--- src/rtl/cpld_cfg_ctrl.sv ---
// cpld_cfg_ctrl: upstream configuration stage of the 1MB RAM expansion CPLD.
// After reset it waits for the board to settle, debounces the DIP switches
// overlaid on ramadrhi[4:3], and then starts driving those lines. Once live it
// decodes Z80 writes to the RAM (&7Fxx, data 11xxxxxx) and ROM (data 10xxxxxx)
// control ports into registered bank-select and ROM-disable state.
//
// Optional build macro: SHADOW_ALIAS_EN
//   defined   - in 1MB mode with the shadow DIP set, a request for the shadow
//               bank is aliased to the bank below it (ramblock[3] cleared).
//   undefined - no aliasing; the shadow bank can be selected directly and the
//               downstream mapping stage resolves the conflict.
module cpld_cfg_ctrl #(
  parameter int unsigned SETTLE_CYCLES  = 8,
  parameter int unsigned STABLE_SAMPLES = 3
`ifdef SHADOW_ALIAS_EN
  ,
  parameter logic [3:0]  SHADOW_BANK    = 4'b0111
`endif
) (
  input  logic       clk,
  input  logic       reset_b_w,
  input  logic       iorq_b,
  input  logic       wr_b,
  input  logic       adr15,
  input  logic       adr8,
  input  logic [7:0] data,
  input  logic [1:0] dip_lo,
  input  logic [1:0] dip_hi_in,
  output logic       adr_drive_en,
  output logic       cfg_valid,
  output logic [3:0] dip_cfg,
  output logic [6:0] ramblock,
  output logic       mode3_od,
  output logic       urom_dis,
  output logic       lrom_dis,
  output logic       cfg_wr
);

  localparam logic [3:0] SETTLE_LAST = 4'(SETTLE_CYCLES - 1);
  localparam logic [3:0] STABLE_LAST = 4'(STABLE_SAMPLES - 1);

  typedef enum logic [1:0] {
    ST_SETTLE = 2'd0,
    ST_SAMPLE = 2'd1,
    ST_RUN    = 2'd2
  } state_e;

  // Card size as encoded by DIP 3,4 ({d3, d2}).
  typedef enum logic [1:0] {
    SIZE_OFF  = 2'b00,
    SIZE_512K = 2'b01,
    SIZE_64K  = 2'b10,
    SIZE_1MB  = 2'b11
  } size_e;

  // Configuration FSM state
  state_e     state_q, state_d;
  logic [3:0] cnt_q, cnt_d;
  logic [1:0] sample_q, sample_d;
  logic       sample_vld_q, sample_vld_d;
  logic [3:0] dip_cfg_q, dip_cfg_d;
  logic       drive_q, drive_d;
  logic       cfg_valid_q, cfg_valid_d;

  // I/O write edge detection
  logic       io_wr;
  logic       io_wr_q, io_wr_d;
  logic       io_prev_q, io_prev_d;

  // Control registers fed downstream
  logic [6:0] ramblock_q, ramblock_d;
  logic       mode3_od_q, mode3_od_d;
  logic       urom_dis_q, urom_dis_d;
  logic       lrom_dis_q, lrom_dis_d;
  logic       cfg_wr_q, cfg_wr_d;

  // Derived configuration
  size_e      ram_size;
  logic       overdrive;
  logic       card_off;
  logic       io_action;
  logic       ram_wr;
  logic       rom_wr;
  logic [6:0] ram_req;

  assign ram_size  = size_e'(dip_cfg_q[3:2]);
  assign overdrive = dip_cfg_q[0] | dip_cfg_q[1];
  assign card_off  = (ram_size == SIZE_OFF);

  // Settle, debounce and accept the DIP switches, then hold in RUN until reset.
  always_comb begin
    // NOTE: every always_comb output gets a default first so no path can
    // leave it unassigned and infer a latch.
    state_d      = state_q;
    cnt_d        = cnt_q;
    sample_d     = sample_q;
    sample_vld_d = sample_vld_q;
    dip_cfg_d    = dip_cfg_q;
    drive_d      = (state_q == ST_RUN);
    cfg_valid_d  = (state_q == ST_RUN);

    case (state_q)
      ST_SETTLE: begin
        if (cnt_q == SETTLE_LAST) begin
          state_d      = ST_SAMPLE;
          cnt_d        = '0;
          sample_vld_d = 1'b0;
        end else begin
          cnt_d = cnt_q + 4'd1;
        end
      end

      ST_SAMPLE: begin
        // The first sample after settling has nothing to compare against, so
        // it only opens a new run of identical samples.
        if (!sample_vld_q || (dip_hi_in != sample_q)) begin
          sample_d     = dip_hi_in;
          sample_vld_d = 1'b1;
          cnt_d        = '0;
          if (STABLE_SAMPLES == 1) begin
            dip_cfg_d = {dip_hi_in, dip_lo};
            state_d   = ST_RUN;
          end
        end else if ((cnt_q + 4'd1) >= STABLE_LAST) begin
          dip_cfg_d = {dip_hi_in, dip_lo};
          state_d   = ST_RUN;
          cnt_d     = '0;
        end else begin
          cnt_d = cnt_q + 4'd1;
        end
      end

      ST_RUN: begin
        state_d = ST_RUN;
      end

      default: begin
        state_d = ST_SETTLE;
        cnt_d   = '0;
      end
    endcase
  end

  // FSM and configuration registers.
  always_ff @(posedge clk or negedge reset_b_w) begin
    // NOTE: clocked state uses non-blocking assignments so every flop samples
    // the pre-edge value regardless of statement order.
    if (!reset_b_w) begin
      state_q      <= ST_SETTLE;
      cnt_q        <= '0;
      sample_q     <= '0;
      sample_vld_q <= 1'b0;
      dip_cfg_q    <= '0;
      drive_q      <= 1'b0;
      cfg_valid_q  <= 1'b0;
    end else begin
      state_q      <= state_d;
      cnt_q        <= cnt_d;
      sample_q     <= sample_d;
      sample_vld_q <= sample_vld_d;
      dip_cfg_q    <= dip_cfg_d;
      drive_q      <= drive_d;
      cfg_valid_q  <= cfg_valid_d;
    end
  end

  // Detect the first registered clock of each I/O write cycle; a long IORQ
  // still produces exactly one action.
  always_comb begin
    io_wr     = !iorq_b && !wr_b && !adr15;
    io_wr_d   = io_wr;
    io_prev_d = io_wr_q;
    io_action = io_wr_q && !io_prev_q && (state_q == ST_RUN) && !card_off;
    ram_wr    = io_action && (data[7:6] == 2'b11);
    rom_wr    = io_action && (data[7:6] == 2'b10);
  end

  // Map a RAM-control write onto the bank-select word for the current card size.
  always_comb begin
    ram_req = {adr8, data[5:0]};
    case (ram_size)
      SIZE_64K:  ram_req = {4'b1000, data[2:0]};
      SIZE_512K: ram_req = {1'b1, data[5:0]};
      default: begin
        ram_req = {adr8, data[5:0]};
`ifdef SHADOW_ALIAS_EN
        // Shadow RAM owns SHADOW_BANK; fold requests for it onto the bank below.
        if (dip_cfg_q[0] && ({adr8, data[5:3]} == SHADOW_BANK)) begin
          ram_req[3] = 1'b0;
        end
`endif
      end
    endcase
  end

  // Next values of the RAM/ROM control registers.
  always_comb begin
    ramblock_d = ramblock_q;
    mode3_od_d = mode3_od_q;
    urom_dis_d = urom_dis_q;
    lrom_dis_d = lrom_dis_q;
    cfg_wr_d   = 1'b0;
    if (ram_wr) begin
      ramblock_d = ram_req;
      mode3_od_d = overdrive && (data[2:0] == 3'd3);
      cfg_wr_d   = 1'b1;
    end
    if (rom_wr) begin
      urom_dis_d = data[3];
      lrom_dis_d = data[2];
    end
  end

  // I/O pipeline and control registers.
  always_ff @(posedge clk or negedge reset_b_w) begin
    if (!reset_b_w) begin
      io_wr_q    <= 1'b0;
      io_prev_q  <= 1'b0;
      ramblock_q <= '0;
      mode3_od_q <= 1'b0;
      urom_dis_q <= 1'b0;
      lrom_dis_q <= 1'b0;
      cfg_wr_q   <= 1'b0;
    end else begin
      io_wr_q    <= io_wr_d;
      io_prev_q  <= io_prev_d;
      ramblock_q <= ramblock_d;
      mode3_od_q <= mode3_od_d;
      urom_dis_q <= urom_dis_d;
      lrom_dis_q <= lrom_dis_d;
      cfg_wr_q   <= cfg_wr_d;
    end
  end

  // The drivers are gated by reset directly so ramadrhi floats the moment
  // reset asserts, without waiting for the flop to clear.
  assign adr_drive_en = drive_q & reset_b_w;
  assign cfg_valid    = cfg_valid_q;
  assign dip_cfg      = dip_cfg_q;
  assign ramblock     = ramblock_q;
  assign mode3_od     = mode3_od_q;
  assign urom_dis     = urom_dis_q;
  assign lrom_dis     = lrom_dis_q;
  assign cfg_wr       = cfg_wr_q;

endmodule
--- config.mk ---
export PLATFORM = sky130hd
export DESIGN_NAME = cpld_cfg_ctrl
export DESIGN_NICKNAME = d
export VERILOG_FILES = /design/src/rtl/cpld_cfg_ctrl.sv
export SDC_FILE = /design/constraint.sdc
export NUM_CORES = 1
export LEC_CHECK = 0
export ABC_CLOCK_PERIOD_IN_PS = 2100
export CAP_MARGIN = 20
export CORE_ASPECT_RATIO = 2
export CORE_MARGIN = 1
export CORE_UTILIZATION = 47
export DETAILED_ROUTE_END_ITERATION = 16
export PLACE_DENSITY = 0.78
export SLEW_MARGIN = 5
export SYNTH_ARGS = -nofsm -noshare
export SYNTH_HDL_FRONTEND = slang
export SYNTH_SLANG_ARGS = --single-unit
--- constraint.sdc ---
create_clock -name clk -period 2.1 [get_ports clk]
set_input_delay 0.21 -clock clk [delete_from_list [all_inputs] [get_ports clk]]
set_output_delay 0.21 -clock clk [all_outputs]
set_load 0.05 [all_outputs]
Yosys cells after proc, flatten, opt, wreduce, memory -nomap -nowiden
Cells that the tools add are included.
{"block": "totals", "out_inout_bits": 17, "regBits": 27}
{"block": "op_classes", "n_reduce_logical": 22, "n_eq_ne": 13, "bitwise": 3, "n_addsub": 1, "order_cmp": 1, "n_mux": 13}
{"cell": "case mux 7 bit (2 select lines)", "count": 1}
{"cell": "two-way mux 4 bit", "count": 3}
{"cell": "case mux 4 bit (3 select lines)", "count": 1}
{"cell": "AND reduction 3 bit", "count": 3}
{"cell": "== test 2 bit (second input constant)", "count": 4}
{"cell": "logical AND 1 bit", "count": 8}
{"cell": "!= test 2 bit (second input constant)", "count": 4}
{"cell": "zero test 1 bit", "count": 6}
{"cell": "two-way mux 2 bit", "count": 3}
{"cell": "case mux 2 bit (3 select lines)", "count": 1}
{"cell": "adder 4 x 1 -> 4 bit (second input constant)", "count": 1}
{"cell": "== test 2 x 1 -> 1 bit (second input constant)", "count": 2}
{"cell": "== test 4 x 3 -> 1 bit (second input constant)", "count": 1}
{"cell": ">= comparator 4 x 2 -> 1 bit (second input constant)", "count": 1}
{"cell": "zero test 2 bit", "count": 2}
{"cell": "== test 3 x 2 -> 1 bit (second input constant)", "count": 1}
{"cell": "two-way mux 1 bit", "count": 3}
{"cell": "!= test 2 bit", "count": 1}
{"cell": "case mux 1 bit (2 select lines)", "count": 1}
{"cell": "AND reduction 2 bit", "count": 1}
{"cell": "nonzero test 2 bit", "count": 1}
{"cell": "bitwise AND 1 bit", "count": 1}
{"cell": "logical OR 1 bit", "count": 1}
{"cell": "inverter 1 bit", "count": 1}
{"cell": "bitwise OR 1 bit", "count": 1}

Logic depth before layout (Yosys ltp)
Gate-level depths: netlist (run 1).
{"block": "logic_depth", "word_depth": 6, "mapped_depth": 7}

Least setup slack after synthesis (run 1)
OpenSTA, ideal clock, no wires.
{"block": "synth_timing", "kind": "register -> register", "startpoint": "register cnt_q[0]", "endpoint": "register dip_cfg_q[0], in the netlist dip_cfg[0]", "path_stages_with_launch": 6, "arrival_ns": 1.696, "slack_ns": 0.279, "t_required_ns": 1.975, "n_path_buf": 0, "cell_sequence": "dfrtp_1 > ha_1 > nor3_1 > a41o_4 > a211oi_4 > mux2_2"}
{"block": "synth_via", "elab_chain_cells": 3}
{"item": "start: declaration", "line_no": "58", "text": "logic [3:0] cnt_q, cnt_d;"}
{"item": "start signal: assignment", "line_no": "158", "text": "cnt_q <= cnt_d;"}
{"item": "adder 4 x 1 -> 4 bit", "line_no": "124", "text": "end else if ((cnt_q + 4'd1) >= STABLE_LAST) begin"}
{"item": ">= comparator 4 x 2 -> 1 bit", "line_no": "124"}
{"item": "AND reduction 3 bit (no line)"}
{"item": "end signal: assignment", "line_no": "161", "text": "dip_cfg_q <= dip_cfg_d;"}
{"item": "end: declaration", "line_no": "61", "text": "logic [3:0] dip_cfg_q, dip_cfg_d;"}
Every way passes these cells.
A chain may end at the register's enable or synchronous reset.

Worst setup path in the final report (run 1)
{"block": "layout_timing", "startpoint": "register cnt_q[0]", "endpoint": "register dip_cfg_q[3], in the netlist dip_cfg[3]"}
The elaborated chain is that of the path after synthesis.

==> results.json, run 1 <==
{
  "rows": 27,
  "arrival_ps": 2150,
  "fmax_ghz": 0.504,
  "io_pins": 35,
  "final_common_cell": "clkdlybuf4s50_1",
  "routabilityCongestion": 0.842,
  "rsz0062_at_grt": "false",
  "antenna_found_initial": 0,
  "slew_headroom_pct": 64.5,
  "synthCells": 119,
  "start_kind": "register",
  "worst_path_largest_cell_delay_ps": 490,
  "clock_latency_ps": 270,
  "drv_cap": 0,
  "chipHeight_um": 77.4,
  "fp.dieArea_mm2": 0.00307,
  "synth_top_flop_cell": "dfrtp_1",
  "grt_pass1_wl_um": 4550,
  "async_reset_ff_share_pct": 100,
  "synthToLayoutAreaGrowth_pct": 33.2,
  "crit_buf_inv": 0,
  "syn-cell-area_mm2": 0.00134,
  "htree_levels": 1,
  "finalPower_mw": 0.871,
  "cts_setup_buffers": 0,
  "core_mm2": 0.00274,
  "finalHoldViolations": 0,
  "synth_enable_flop_cells": 0,
  "synthDistinctLibCells": 31,
  "routed_wl_um": 2860,
  "worst_slack_ps": 116,
  "grt_max_degree": 28,
  "portBuffers": 34,
  "clk_path_buf_depth": 2,
  "grt_pass1_vias": 1104,
  "ys_seq_area_share_pct": 50.6,
  "ir_drop_uv": 462,
  "skew_ps": 7.14,
  "initial_core_util_pct": 48.8,
  "cts_tree": "yes",
  "overflow": 0,
  "fin_tns_setup_ps": 0,
  "hold_path_class": "primary input to asynchronous set/reset pin",
  "layout.nets": 184,
  "place_hpwl_um": 2240,
  "ant_nets": 0,
  "yosysTopAreaCellShare_pct": 50.6,
  "leakage_nw": 0.787,
  "synth_seq_cells": 27,
  "cp_max_fo": 8,
  "syn_nets": 144,
  "cts-root-buf": "clkbuf_8",
  "crit_path_end_kind": "register",
  "critical_path_class": "register to register",
  "drive_gt1_share_pct": 13.9,
  "reg2reg_depth": 5,
  "p_per_area_mw_per_mm2": 489,
  "avgRoutedWirePerCell_um": 15.3,
  "dp_worst_setup_slack_ps": 123,
  "yosys.area.top_type": "dfrtp_1",
  "path_depth": 5,
  "period_share_pct": 94.5,
  "route.detailed.drc": 0,
  "track_usage_pct": 20.8,
  "clk_pin_slew_ps": 90,
  "cp_cell_sequence": "ha_1 -> nor3_1 -> a41o_4 -> a211oi_4 -> mux2_2",
  "num_vias": 1044,
  "cts_buffers": 3,
  "setup-violations-final": 0,
  "clock-sinks": 27,
  "ys_top_cells_by_area": "dfrtp_1 (51%), mux2_2 (9.3%), ha_1 (6.6%), o21ai_0 (3.0%), inv_1 (2.8%)",
  "drt_iter0_markers": 18,
  "cp_slowest_cell": "dfrtp_1",
  "cp.required_ps": 2260,
  "worst_path_dominant_cell_family": "compound AO/OA/AOI/OAI gates",
  "vias_per_cell": 5.58,
  "ctsHoldBuffers": 0,
  "syn_area_per_cell_um2": 11.2,
  "layout_min_cycle_time_ps": 1980,
  "cts.repair.resized": 0,
  "worstMarginPinSlew_ps": 531,
  "yosysWarnings": 0,
  "run_status": "complete, no violations",
  "final_cell_mix": "clkdlybuf4s50_1 (33), dfrtp_1 (27), mux2_2 (11)",
  "n_antenna_cell": 0,
  "first_pass_iters": 3,
  "maxSlewViolCount": 0,
  "die_x_um": 39.7
}
## kinds of logic (layout without fill, tap and decap cells)
family / count (synthesis) / count (layout) / synth area share, %
AO/OA/AOI/OAI: 23 / 23 / 13.8
XOR/XNOR: 3 / 3 / 1.97
adder cells (fa/ha/maj): 7 / 7 / 6.55
buffers and inverters: 11 / 50 / 3.09
flip-flops: 27 / 27 / 50.6
multiplexers: 11 / 11 / 9.27
AND/OR/NAND/NOR: 37 / 37 / 14.8
## path summary, 6_finish.rpt
kind	start	endpoint	slack [ps]
worst max-delay path	cnt_q[0]	dip_cfg[3]	120
worst min-delay path	reset_b_w	ramblock[5]	330
worst max register to register	cnt_q[0]	dip_cfg[3]	120
worst min register to register	io_prev_d	io_prev_q	390
max in group asynchronous	reset_b_w	sample_q[1]	1510
min in group clk	io_prev_d	io_prev_q	390
## worst reg2reg max path, cell delays in order, from the launching register on
cell and delay (ps):
dfrtp_1 490, ha_1 320, nor3_1 90, a41o_4 280, a211oi_4 330, mux2_2 380
## final cells by class
| class | instances | area [um^2] |
|---|---|---|
| inverter | 10 | 37.5 |
| tap | 29 | 36.3 |
| fill | 208 | 956 |
| clock buffer | 3 | 41.3 |
| clock inverter | 1 | 5.00 |
| timing repair buffer | 36 | 365 |
| multi-input combinational | 81 | 619 |
| sequential | 27 | 676 |
## flip-flops by register name, indices dropped and copies added, names as in the netlist
name,count
cfg_valid,1
cfg_wr,1
cnt_q,4
dip_cfg,4
io_prev_d,1
io_prev_q,1
lrom_dis,1
mode3_od,1
ramblock,7
sample_q,2
sample_vld_q,1
state_q,2
urom_dis,1
## metal layers
layer	global-route usage (%)	vias to the layer above	wire length, um
met3	2.00	8	88
met2	38.2	26	1690
met1	20.1	508	1000
met5	0	-	0
li1	-	502	-
met4	11.4	0	76
## synthesized netlist by cell type (all sizes together) (2+ instances only)
master  instances
o21ai           8
ha              7
and3            3
nor2            5
nor2b           3
a311oi          2
nand2          10
o211ai          2
nand3b          3
inv            10
dfrtp          27
nor3            2
xnor2           2
nand4           3
nand3           3
and2            2
nand4b          2
o31ai           2
a31oi           2
mux2           11
## report_power, final
| part | internal, mW | leakage (nW) | switching, mW | total (mW) |
|---|---|---|---|---|
| clock network | 0.133 | 0.0255 | 0.156 | 0.289 |
| registers | 0.521 | 0.361 | 0.000579 | 0.521 |
| logic | 0.0359 | 0.400 | 0.0248 | 0.0608 |
| total | 0.690 | 0.787 | 0.182 | 0.871 |
## metrics by stage
stage / area (um^2) / utilization, % / hold slack [ps] / cells
2_1_floorplan: 1340 / - / -85.6 / 119
5_1_grt: 1780 / 65.1 / 364 / 187
6_report: 1780 / 65.1 / 333 / 187
3_3_place_gp: 1730 / 63.4 / 354 / 183
3_5_place_dp: 1730 / 63.4 / 375 / 183
4_1_cts: 1780 / 65.1 / 341 / 187
Power figures use the tool's default switching activity.
==> run 2, diff against run 1 <==
Settings changed: PLACE_DENSITY 0.78 to 0.79.
==> run 2 against run 1 <==
  * Non-clock buffer count is 1 higher
  * Sequential share of layout area fell by 0.19 points
  * Die area did not move
  * Final area grew 0.49%
  * Global-route usage is 0.72 points higher
  * Fmax grew 0.16%
  * Critical path type unchanged
  * Wire length decreased by 1.7%
  * Worst setup slack improved by 3.2 ps
  * Final cell count rose by 0.53%
  * Total power decreased by 0.22%
  * Register-to-register slack about the same
  * Via count increased by 2.3%
  * Largest cell class unchanged
==> results.json, run 2 (synthesized netlist as in run 1, its figures left out) <==
{
  "n_antenna_cell": 0,
  "cp.required_ps": 2260,
  "globalRouteMet1Util_pct": 22.4,
  "maxSlewViolCount": 0,
  "period_share_pct": 94.3,
  "clk_path_buf_depth": 2,
  "worstMarginPinSlew_ps": 500,
  "cts-root-buf": "clkbuf_8",
  "crit_path_end_kind": "register",
  "largest_register_ffs": 7,
  "setup-violations-final": 0,
  "grt_pass1_wl_um": 4670,
  "ir_drop_uv": 520,
  "vias_per_cell": 5.68,
  "num_vias": 1068,
  "rsz0062_at_grt": "false",
  "die_x_um": 39.7,
  "use_met3_pct": 2.29,
  "leakage_nw": 0.787,
  "arrival_ps": 2140,
  "place_hpwl_um": 2240,
  "clk_pin_slew_ps": 80,
  "ant_nets": 0,
  "gr-max-usage-layer": "met2",
  "fmax_ghz": 0.505,
  "finalHoldViolations": 0,
  "use_met2_pct": 39.3,
  "clock-sinks": 27,
  "chipHeight_um": 77.4,
  "core_mm2": 0.00274,
  "fin_hold_ws_ps": 320,
  "layout.nets": 185,
  "cts_setup_buffers": 0,
  "antenna_found_initial": 0,
  "final_common_cell": "clkdlybuf4s50_1",
  "slew_headroom_pct": 66.6,
  "drive_gt1_share_pct": 14.5,
  "route.detailed.drc": 0,
  "grt_pass1_vias": 1049,
  "htree_levels": 1,
  "drv_cap": 0,
  "place_inst": 184,
  "final_cells": 188,
  "start_kind": "register",
  "first_pass_iters": 4,
  "portBuffers": 34,
  "fillCellCount": 219,
  "run_status": "complete, no violations",
  "initial_core_util_pct": 48.8,
  "cp_max_fo": 8,
  "synthToLayoutAreaGrowth_pct": 33.9,
  "final_cell_mix": "clkdlybuf4s50_1 (33), dfrtp_1 (27), mux2_2 (11)",
  "ctsHoldBuffers": 0,
  "cts_tree": "yes",
  "routed_wl_um": 2810,
  "layout_min_cycle_time_ps": 1980,
  "io_pins": 35,
  "skew_ps": 2.65,
  "clock_latency_ps": 270,
  "finalPower_mw": 0.869,
  "hold_path_class": "primary input to asynchronous set/reset pin",
  "fin_tns_setup_ps": 0,
  "cts_buffers": 3,
  "worst_slack_ps": 119,
  "fp.dieArea_mm2": 0.00307,
  "cts.repair.resized": 0,
  "rows": 27,
  "track_usage_pct": 21.5,
  "p_per_area_mw_per_mm2": 486,
  "critical_path_class": "register to register",
  "overflow": 0,
  "grt_max_degree": 28,
  "dp_worst_setup_slack_ps": 84.0,
  "drt_iter0_markers": 24,
  "routabilityCongestion": 0.909,
  "avgRoutedWirePerCell_um": 15.0
}
[run 2: final timing paths]
kind / start / end / slack (ps) / cells after the start
min in group clk: io_prev_d / io_prev_q / 380 / 0
max: cnt_q[0] / dip_cfg[2] / 120 / 5
max reg2reg: cnt_q[0] / dip_cfg[2] / 120 / 5
min: reset_b_w / ramblock[5] / 320 / 2
min reg2reg: io_prev_d / io_prev_q / 380 / 0
max in group asynchronous: reset_b_w / ramblock[2] / 1520 / 2
[run 2: power by group]
part	internal, mW	leakage [nW]	switching [mW]
Sequential	0.521	0.361	0.000503
Combinational	0.0360	0.403	0.0252
Clock	0.136	0.0228	0.151
[run 2: through the flow]
| step | cell area, um^2 | utilization (%) |
|---|---|---|
| floorplan | 1340 | - |
| global placement | 1740 | 63.6 |
| detailed placement | 1740 | 63.6 |
| CTS | 1790 | 65.3 |
| global route | 1790 | 65.4 |
| finish | 1790 | 65.4 |
[run 2: metal layers]
| metal | part of all wire [%] | up-vias | routed length (um) |
|---|---|---|---|
| met4 | 1.6 | 0 | 46 |
| met1 | 36 | 526 | 1010 |
| met5 | 0 | - | 0 |
| met3 | 4.6 | 5 | 130 |
| met2 | 58 | 31 | 1620 |
| li1 | - | 506 | - |
[run 2: worst max-delay path: stages, from the launching register on]
cell and delay [ps]:
dfrtp_1 500, ha_2 300, nor3_1 70, a41o_4 280
a211oi_4 330, mux2_2 380
[run 2: final cells by class]
cell class	count	area [um^2]	share of cell area (%)
Inverter	10	37.5	2.10
Tap cell	29	36.3	2.03
Sequential cell	27	676	37.8
Timing Repair Buffer	37	373	20.8
Multi-Input combinational cell	81	622	34.8
Clock buffer	4	45.0	2.52
==> run 3, diff against run 2 <==
Settings changed: CAP_MARGIN 20 to 30, SLEW_MARGIN 5 to 10.
==> results of run 3 <==
Same layout as run 2: the final DEF is identical, and so are final timing and power.
==> variant 1: new RTL, settings of run 3 <==
Reset style: synchronous (`reset_b_w`), changed in 2 clocked blocks.
--- a/src/rtl/cpld_cfg_ctrl.sv
+++ b/src/rtl/cpld_cfg_ctrl.sv
@@ -142,7 +142,7 @@
   end
 
   // FSM and configuration registers.
-  always_ff @(posedge clk or negedge reset_b_w) begin
+  always_ff @(posedge clk) begin
     // NOTE: clocked state uses non-blocking assignments so every flop samples
     // the pre-edge value regardless of statement order.
     if (!reset_b_w) begin
@@ -212,7 +212,7 @@
   end
 
   // I/O pipeline and control registers.
-  always_ff @(posedge clk or negedge reset_b_w) begin
+  always_ff @(posedge clk) begin
     if (!reset_b_w) begin
       io_wr_q    <= 1'b0;
       io_prev_q  <= 1'b0;
Formal check against the unedited RTL: no difference found for any inputs over 10 cycles, from zero or initial values and one cycle with reset_b_w low; that may be too few to reach the edited logic, so the function may still have changed.
==> variant 1 against run 3 <==
- routed wire length is 0.18% higher
- area after synthesis shrank 3.9%
- cell area down 5.2%
- critical path type unchanged
- sequential cell count is the same
- global-route usage grew 0.51 points
- worst setup slack gained 0.26 ns
- critical endpoint is now cnt_q[0]
- first-iteration DRC count shrank 17%
Power is not compared: it rests on default switching activity, and its combinational part moved more than twofold at a synthesized area within 25%.
==> variant 1: results (changes against run 3) <==
| Metric | Value |
|---|---|
| Outcome | complete, no violations (unchanged) |
| RR Endpoint | cnt_q[0] (was dip_cfg[2]) |
| Slowest-stage cell, CP | dfxtp_1 (was dfrtp_1) |
| Placed inst area | 0.00165 mm^2 (was 0.00174 mm^2) |
| Global-route wire length before repair | 4740 um (was 4670 um) |
| Synth top area cells | dfxtp_1 42%, ha_1 6.8%, a21oi_1 5.5%, mux2i_1 4.7%, nand2_1 4.7% (was dfrtp_1 51%, mux2_2 9.3%, ha_1 6.6%, o21ai_0 3.0%, inv_1 2.8%) |
| Met3 wire len | 115 um (was 130 um) |
| Fraction of layout cells with a size suffix above 1 | 0.0674 (was 0.145) |
| Initial DRC count | 20 (was 24) |
| Final #Nets | 204 (was 185) |
| Reg2reg start | cnt_q[1] (was cnt_q[0]) |
| Ys async rst share | 0 (was 1.00) |
| Largest net degree at the start of global routing | 21 (was 28) |
| Reg-to-reg slack, setup | 0.38 ns (was 0.12 ns) |
| Synth Net Count | 170 (was 144) |
| Met1 Wirelength | 1030 um (was 1010 um) |
| Routability cong. | 0.837 (was 0.909) |
| Met2 wire length | 1590 um (was 1620 um) |
| Clock skew | 0.00353 ns (was 0.00265 ns) |
| Post-synth top cells | 27 x dfxtp_1, 16 x nand2_1, 14 x a21oi_1, 10 x nor2_1, 9 x nand3_1 (was 27 x dfrtp_1, 11 x mux2_2, 10 x inv_1, 10 x nand2_1, 8 x o21ai_0) |
| Fillers | 227 (was 219) |
| Routed WL | 2820 um (was 2810 um) |
| CP max FO | 6 (was 8) |
| FF-to-FF path depth | 6 (was 5) |
| Seq/Total Area, Yosys | 0.421 (was 0.506) |
| Total GRT Usage | 0.220 (was 0.215) |
==> variant 1: changes by cell type after synthesis, sizes merged, moves of 11 or more <==
cell | before | now
a21oi | 1 | 14
dfxtp | 0 | 27
mux2 | 11 | 0
dfrtp | 27 | 0
==> variant 1: cells by family after synthesis <==
logic type | synth area share
AOI/OAI and AO/OA | 0.153
buffers and inverters | 0.0448
DFF | 0.421
and+or+nand+nor | 0.246
muxes | 0.0468
adders and majority gates | 0.0682
xor gates and xnor gates | 0.0205
==> variant 1: worst max-delay path by stage <==
stage	end	start
finish	cnt_q[0]	cnt_q[1]
detailed placement	state_q[0]	cnt_q[1]
CTS	state_q[0]	cnt_q[1]
global route	mode3_od	state_q[0]
global placement	cnt_q[0]	cnt_q[1]
floorplan	mode3_od	dip_cfg[3]
==> variant 1: area by class of cell <==
class / instances / share of cell area
Multi-Input combinational cell: 104 / 0.404
Sequential cell: 27 / 0.319
Timing Repair Buffer: 35 / 0.211
Clock buffer: 3 / 0.0244
Tap cell: 28 / 0.0207
Inverter: 8 / 0.0177
Clock inverter: 1 / 0.00295
==> variant 1: metrics by stage <==
| stage | setup slack, ns | utilization | power, W |
|---|---|---|---|
| 5_1_grt | 0.253 | 0.660 | 0.00123 |
| 3_3_place_gp | 0.444 | 0.642 | 0.000861 |
| 4_1_cts | 0.367 | 0.660 | 0.00117 |
| 6_report | 0.380 | 0.660 | 0.00116 |
| 2_1_floorplan | 0.224 | - | 0.000782 |
| 3_5_place_dp | 0.404 | 0.642 | 0.000875 |
==> variant 1: worst min-delay path, delay by kind of cell (launching register included) <==
family	cells	cell delay, ns
and+or+nand+nor	1	0.05
DFF	1	0.32
AOI/OAI and AO/OA	1	0.05
==> variant 1: where the power goes <==
group	total [W]	switching, W	internal (W)
registers	0.000578	0.0000391	0.000539
logic	0.000290	0.000155	0.000135
clock network	0.000292	0.000159	0.000133
==> variant 1: metal layers <==
metal  up-vias  track usage
li1        567            -
met1       537        0.210
met2        36        0.410
met3        10       0.0351
met4         0        0.100
met5         -            0
==> variant 2: new RTL, settings of run 3 <==
Without the edit above. The option `SHADOW_ALIAS_EN` is turned on by a define.
--- a/src/rtl/cpld_cfg_ctrl.sv
+++ b/src/rtl/cpld_cfg_ctrl.sv
@@ -9,6 +9,8 @@
 //               bank is aliased to the bank below it (ramblock[3] cleared).
 //   undefined - no aliasing; the shadow bank can be selected directly and the
 //               downstream mapping stage resolves the conflict.
+`define SHADOW_ALIAS_EN
+
 module cpld_cfg_ctrl #(
   parameter int unsigned SETTLE_CYCLES  = 8,
   parameter int unsigned STABLE_SAMPLES = 3
Formal check against the unedited RTL: no difference found for any inputs over 10 cycles, from zero or initial values and one cycle with reset_b_w low; that may be too few to reach the edited logic, so the function may still have changed.
==> variant 2 against run 3 <==
- count of clock-buffer cells in the layout stayed put
- critical endpoint is now state_q[0]
- routed wire length down 7.2%
- area after synthesis decreased by 5.6%
- largest cell class unchanged
- cell area is 5.0% lower
- sequential cell count unchanged
- die area is 5.4% lower
- worst setup slack better by 0.018 ns
Power is not compared: it rests on default switching activity, and its combinational part moved more than twofold at a synthesized area within 25%.
==> variant 2: results (changes against run 3) <==
| Metric | Value |
|---|---|
| Outcome | complete, no violations (unchanged) |
| CP max FO | 5 (was 8) |
| Hold WS | 0.351 ns (was 0.320 ns) |
| Met3 usage | 0.0206 (was 0.0229) |
| Max FFs per register | 7 (unchanged) |
| Synth top area cells | dfrtp_1 54%, mux2_2 8.9%, ha_1 6.9%, nand2_1 6.0%, o21ai_0 2.8% (was dfrtp_1 51%, mux2_2 9.3%, ha_1 6.6%, o21ai_0 3.0%, inv_1 2.8%) |
| Port Buffer Count | 34 (unchanged) |
| Placed inst area | 0.00165 mm^2 (was 0.00174 mm^2) |
| Total number of vias | 955 (was 1068) |
| Seq/Total Area, Yosys | 0.536 (was 0.506) |
| Worst-skew pair later-pin latency | 0.27 ns (about the same) |
| Cells after Synth | 113 (was 119) |
| Worst slack, placed | 0.131 ns (was 0.0840 ns) |
| Data arrival, critical path | 2.12 ns (was 2.14 ns) |
| Reg-to-reg slack, setup | 0.14 ns (was 0.12 ns) |
| Router iterations before antenna repair | 3 (was 4) |
| Final-layout clock-cell area share | 0.0265 (was 0.0252) |
| Routability cong. | 0.767 (was 0.909) |
| Area grow syn2layout | 34.7% (was 33.9%) |
| Multi-In Gates | 77 (was 81) |
| DP Cell Count | 176 (was 184) |
| Met2 wire length | 1510 um (was 1620 um) |
| Synth Net Count | 138 (was 144) |
| H-tree levels | 1 (unchanged) |
| Nonclk buf count | 37 (unchanged) |
| Non-clock inverters | 7 (was 10) |
| Vias per inst | 5.31 (was 5.68) |
| Least-Margin Pin Slew | 0.507 ns (was 0.500 ns) |
| Vias in the first global route | 970 (was 1049) |
| Met1 GRT Util | 0.209 (was 0.224) |
| Initial DRC count | 17 (was 24) |
| Post-DP HPWL | 2120 um (was 2240 um) |
| Area of the multi-input gates | 544 um^2 (was 622 um^2) |
| Global-route wire length before repair | 4170 um (was 4670 um) |
| Non-clk buf share | 0.219 (was 0.208) |
| Total GRT Usage | 0.208 (was 0.215) |
| Post-synth top cells | 27 x dfrtp_1, 20 x nand2_1, 10 x mux2_2 (was 27 x dfrtp_1, 11 x mux2_2, 10 x inv_1, 10 x nand2_1, 8 x o21ai_0) |
| GR met2 Demand/Resource | 0.394 (was 0.393) |
| Fillers | 206 (was 219) |
| Met1 Wirelength | 965 um (was 1010 um) |
| Met3 wire len | 97 um (was 130 um) |
| RR Endpoint | state_q[0] (was dip_cfg[2]) |
| Root Buffer | clkbuf_8 (unchanged) |
| Routed WL | 2610 um (was 2810 um) |
| Crit-path max cell delay | 0.44 ns (was 0.50 ns) |
| FF+latch count | 27 (unchanged) |
| CTS buffer count | 3 (unchanged) |
| Clock skew | 0.00303 ns (was 0.00265 ns) |
| Fraction of layout cells with a size suffix above 1 | 0.132 (was 0.145) |
## variant 2: cells by family (layout without fill, tap and decap cells)
| group | count (synthesis) | in the layout | synth area share |
|---|---|---|---|
| XOR/XNOR | 4 | 4 | 0.0337 |
| flip-flops | 27 | 27 | 0.536 |
| adder cells (fa/ha/maj) | 7 | 7 | 0.0694 |
| AND/OR/NAND/NOR | 40 | 40 | 0.160 |
| buffers and inverters | 9 | 48 | 0.0327 |
| AO/OA/AOI/OAI | 16 | 16 | 0.0794 |
| multiplexers | 10 | 10 | 0.0893 |
## variant 2: how the worst max path moves through the flow
stage | end | depth (start not counted) | from | slack [ns]
6_report | state_q[0] | 5 | cnt_q[0] | 0.14
5_1_grt | cnt_q[0] | 6 | cnt_q[1] | 0.01
4_1_cts | state_q[1] | 5 | cnt_q[0] | 0.14
3_5_place_dp | cnt_q[0] | 6 | dip_hi_in[1] | 0.13
3_3_place_gp | cnt_q[0] | 6 | dip_hi_in[1] | 0.15
2_1_floorplan | state_q[0] | 5 | cnt_q[0] | 0.26
